**src/rtl/fetch_line_reader.sv**
```systemverilog
// fetch_line_reader: holds one I-cache line and streams its instructions to decode,
// handling back-to-back lines, in-line redirects, flushes and the next fetch PC.
module fetch_line_reader #(
    parameter int XLEN       = 64,
    parameter int ILEN       = 32,
    parameter int LINE_INSTR = 32
) (
    input  logic                       clk_i,
    input  logic                       rst_i,
    input  logic                       line_valid_i,
    output logic                       line_ready_o,
    input  logic [XLEN-1:0]            line_pc_i,
    input  logic [LINE_INSTR*ILEN-1:0] line_i,
    output logic                       instr_valid_o,
    input  logic                       instr_ready_i,
    output logic [ILEN-1:0]            instr_o,
    output logic [XLEN-1:0]            instr_pc_o,
    input  logic                       flush_i,
    input  logic                       redirect_i,
    input  logic [XLEN-1:0]            redirect_pc_i,
    output logic [XLEN-1:0]            fetch_pc_o
);
    localparam int IDX_W = $clog2(LINE_INSTR);
    localparam int OFF_W = IDX_W + 2;
    localparam int LINE_BYTES = LINE_INSTR * 4;
    localparam logic [IDX_W-1:0] LAST = IDX_W'(LINE_INSTR - 1);

    typedef enum logic {IDLE, STREAM} state_e;

    state_e                           state_q, state_d;
    logic [LINE_INSTR-1:0][ILEN-1:0]  line_q, line_d;
    logic [XLEN-1:0]                  base_q, base_d;
    logic [IDX_W-1:0]                 idx_q, idx_d;
    logic [XLEN-1:0]                  fetch_pc_q, fetch_pc_d;
    logic [XLEN-1:0]                  new_base;
    logic                             unused_pc_lsb;

    assign unused_pc_lsb = ^{line_pc_i[1:0], redirect_pc_i[1:0]};
    assign new_base      = {line_pc_i[XLEN-1:OFF_W], {OFF_W{1'b0}}};

    assign line_ready_o  = !rst_i && !flush_i && !redirect_i &&
                           (state_q == IDLE || (instr_ready_i && idx_q == LAST));
    assign instr_valid_o = !rst_i && state_q == STREAM;
    assign instr_o       = line_q[idx_q];
    assign instr_pc_o    = base_q + XLEN'({idx_q, 2'b00});
    assign fetch_pc_o    = fetch_pc_q;

    always_comb begin
        state_d    = state_q;
        line_d     = line_q;
        base_d     = base_q;
        idx_d      = idx_q;
        fetch_pc_d = fetch_pc_q;
        if (flush_i) begin
            state_d = IDLE;
        end else if (redirect_i) begin
            // a target inside the held line is served without another I-cache request
            if (state_q == STREAM && redirect_pc_i[XLEN-1:OFF_W] == base_q[XLEN-1:OFF_W]) begin
                idx_d = redirect_pc_i[OFF_W-1:2];
            end else begin
                state_d    = IDLE;
                fetch_pc_d = {redirect_pc_i[XLEN-1:2], 2'b00};
            end
        end else if (line_valid_i && line_ready_o) begin
            state_d    = STREAM;
            line_d     = line_i;
            base_d     = new_base;
            idx_d      = line_pc_i[OFF_W-1:2];
            fetch_pc_d = new_base + XLEN'(LINE_BYTES);
        end else if (state_q == STREAM && instr_ready_i) begin
            state_d = (idx_q == LAST) ? IDLE : STREAM;
            idx_d   = (idx_q == LAST) ? idx_q : idx_q + 1'b1;
        end
    end

    always_ff @(posedge clk_i) begin
        if (rst_i) begin
            state_q    <= IDLE;
            line_q     <= '0;
            base_q     <= '0;
            idx_q      <= '0;
            fetch_pc_q <= '0;
        end else begin
            state_q    <= state_d;
            line_q     <= line_d;
            base_q     <= base_d;
            idx_q      <= idx_d;
            fetch_pc_q <= fetch_pc_d;
        end
    end
endmodule
```
**config.mk**
```make
export PLATFORM = sky130hd
export DESIGN_NAME = fetch_line_reader
export DESIGN_NICKNAME = d
export VERILOG_FILES = /design/src/rtl/fetch_line_reader.sv
export SDC_FILE = /design/constraint.sdc
export NUM_CORES = 2
export LEC_CHECK = 0
export CAP_MARGIN = 40
export CORE_AREA = 2 2 509 511
export DETAILED_ROUTE_END_ITERATION = 10
export DIE_AREA = 0 0 511 513
export PLACE_DENSITY = 0.48
export SETUP_SLACK_MARGIN = 0.1
export SLEW_MARGIN = 10
export SYNTH_ARGS = -nofsm -noshare
export SYNTH_HDL_FRONTEND = slang
export SYNTH_SLANG_ARGS = --single-unit
```
**constraint.sdc**
```tcl
create_clock -name clk_i -period 9.5 [get_ports clk_i]
set_input_delay 1.9 -clock clk_i [delete_from_list [all_inputs] [get_ports clk_i]]
set_output_delay 1.9 -clock clk_i [all_outputs]
set_load 0.01 [all_outputs]
```
==> impl_results.md <==
* Final Hold Violating Endpoints at 0
* Synthesis Warnings at 0
* Worst-path clk slew at 0.05 ns
* Clk sinks at 1149
* Max-cap viol count at 0
* Crit. Startpoint: idx_q[1]
* Post-synthesis register bit count at 1149
* Fin crit period at 6.43 ns
* Fmax at 156 MHz
* TritonRoute pass-1 iters at 6
* Setup TNS at 0 ns
* Fin nets at 8098
* Root buf cell: clkbuf_16
* Max clock buf depth at 3
* Register Area at 0.0230 sq mm
* Slew at the pin closest to its max-slew limit at 1.34 ns
* Synth top area cells: dfxtp_1 (46%), nand2_1 (17%), mux4_2 (14%)
* Starting Density at 0.196
* Number of top-level pins at 1320
* Status: complete, no violations
* Largest area contributor in the netlist: dfxtp_1
* Worst Setup Start Kind: flip-flop
* Top FF cell, synth: dfxtp_1
* Global route overflow at 0
* Vias in the first global route at 47500
* Worst Skew at 0.0538 ns
* Synth unique cells at 64
* Max IR drop VDD at 0.170 mV
* WP data required at 7.60 ns
* Finish-stage setup viols at 0
* Switch Pwr at 3.14 mW
* Share of layout cells above drive strength 1 at 0.0918
* H-tree Lvls at 4
* Routed Antenna Nets at 0
* CTS tree: built
* Mapped Avg Cell Area at 8.51 sq um
* RSZ-0062 raised after global routing: no
* Post-route cell area at 0.0715 sq mm
* Sequential share of power at 0.416
* Multi-input combinational cell area at 0.0251 sq mm
* Tcrit/Tclk final at 0.677
* CP arrival at 4.53 ns
* Leakage at 23.2 nW
* Core Footprint at 0.256 sq mm
* Cts bufs inserted at 144
* Total track usage at 0.223
* IO buf count at 1311
* CTS resizes at 0
* Filler cell count at 27500
* EDFF count, synth at 0
* Max Slew Vio Count at 0
* Area after DPL at 0.0665 sq mm
* Vias/cell at 4.65
* Residual DRC at 0
* FFs w/ async S/R, synth at 0
* Via count at 48900
* Top-count cell post-synth: nand2_1
* First-pass GRT wire length at 403000 um
* Initial drt markers at 3736
* Routed len/inst at 28.8 um
* Area Overhead vs Synth at 42.3%
* Die H at 513 um
* Sw Ratio at 0.260
* Power Dens Cells at 169 mW/mm^2
* Worst hold start: line_q[463]
* Hpwl dp at 241000 um
* Die area at 0.262 sq mm
* Largest net degree at the start of global routing at 205
* Reg-to-Reg Start: idx_q[1]
* Pint at 8.92 mW
* Slowest-stage cell, CP: mux4_2
* Mapped cell area at 0.0502 sq mm
* Antenna violations before repair at 253
* Postcts setup bufs at 0
* Worst skew pair latency at 0.80 ns
* Relative slew slack at 0.109
* Hold Buf Count CTS at 0
* Sequential fraction of the synthesis area at 0.458
* Row count at 186
* Family with the most delay on the worst path: multiplexers
* Logic pwr share at 0.115
* Synthesized instance count at 5904
* Detailed Route WL at 303000 um
* Die X at 511 um
* Area share of the largest cell type after synthesis at 0.458
* Gpl congestion at 0.906
* Crit path kind: reg -> out
* CP endpoint kind: primary output
* Crit path buffers/inverters at 2
* Clock share of power at 0.469
* CP max FO at 103
* Post-synth top cells: nand2_1 (2293), dfxtp_1 (1149), a21oi_1 (1103)
* Worst hold path type: reg -> reg
* CP cell instances: buf_12, mux4_2, mux4_2, nand2_1, nand2_1, clkdlybuf4s50_1
* Slowest Stage Delay on Critical Path at 0.77 ns
metrics by stage:
step | total power [mW] | util | cells | setup slack (ns) | hold WS [ns]
5_1_grt | 12.5 | 0.279 | 10500 | 2.94 | 0.466
4_1_cts | 12.2 | 0.278 | 10400 | 2.87 | 0.451
2_1_floorplan | 5.60 | - | 5907 | 5.07 | 0.433
3_3_place_gp | 6.50 | 0.258 | 10200 | 3.53 | 0.439
6_report | 12.1 | 0.279 | 10500 | 3.07 | 0.451
3_5_place_dp | 6.52 | 0.260 | 10200 | 3.52 | 0.443
layout make-up:
cell class / count / area share
multi-input cells: 4244 / 0.352
repair buffers: 1379 / 0.196
flip-flops and latches: 1149 / 0.322
well taps: 3384 / 0.0592
clock inverters: 44 / 0.00908
clock buffers: 212 / 0.0582
diodes: 75 / 0.00262
inverters: 19 / 0.00107
cells in the final DEF, fill, tap and decap left out, types with 11 or more instances in the layout:
cell type / count
xor2_1: 87
clkinv_2: 17
buf_12: 19
nand3_1: 32
diode_2: 75
clkdlybuf4s50_1: 1309
o31ai_1: 14
inv_1: 15
o21a_1: 28
clkbuf_16: 146
mux4_2: 320
nor2b_1: 11
a21oi_1: 1103
nor4_1: 52
nand4_1: 24
nor3_1: 24
nand2_1: 2291
dfxtp_1: 1145
clkbuf_1: 40
clkbuf_8: 26
o21ai_0: 58
nor2_1: 19
o211ai_1: 40
buf_4: 40
state kept, by name (all words and copies together) (netlist names):
name and flops:
idx_q 5, line_q 1024, state_q 1, fetch_pc_o 62, base_q 57
cell families after synthesis:
group	count (synthesis)	synth area share
buf+inv	514	0.0425
mux	330	0.145
compound gates	1296	0.137
simple gates	2514	0.199
flops	1149	0.458
fa+ha+maj	3	0.000747
other cells	1	0.0000746
xor+xnor	97	0.0169
final timing paths:
check	to	slack, ns	cells past startpoint
setup / recovery	instr_o[28]	3.07	6
hold / removal	line_q[463]	0.45	2
setup reg to reg	idx_q[4]	4.58	11
hold reg to reg	line_q[463]	0.45	2
power by group through the flow:
stage               clock network (mW)  logic (mW)  registers, mW
floorplan                            0       0.512           5.09
global placement                     0        1.38           5.12
detailed placement                   0        1.39           5.12
CTS                               5.79        1.40           5.02
global route                      5.99        1.47           5.03
finish                            5.66        1.38           5.02
tightest hold or removal path, delay by kind of cell, from the launching register on:
family	cells	cell delay, ns
flops	1	0.30
compound gates	1	0.05
simple gates	1	0.05
per-layer routing:
metal / vias up / GRT usage / wire length, um
li1: 22300 / - / -
met1: 23900 / 0.278 / 126000
met2: 2097 / 0.359 / 140000
met3: 502 / 0.0666 / 25700
met4: 98 / 0.0840 / 10800
met5: - / 0 / 661
Note: power is estimated with default switching activity, not from simulation.
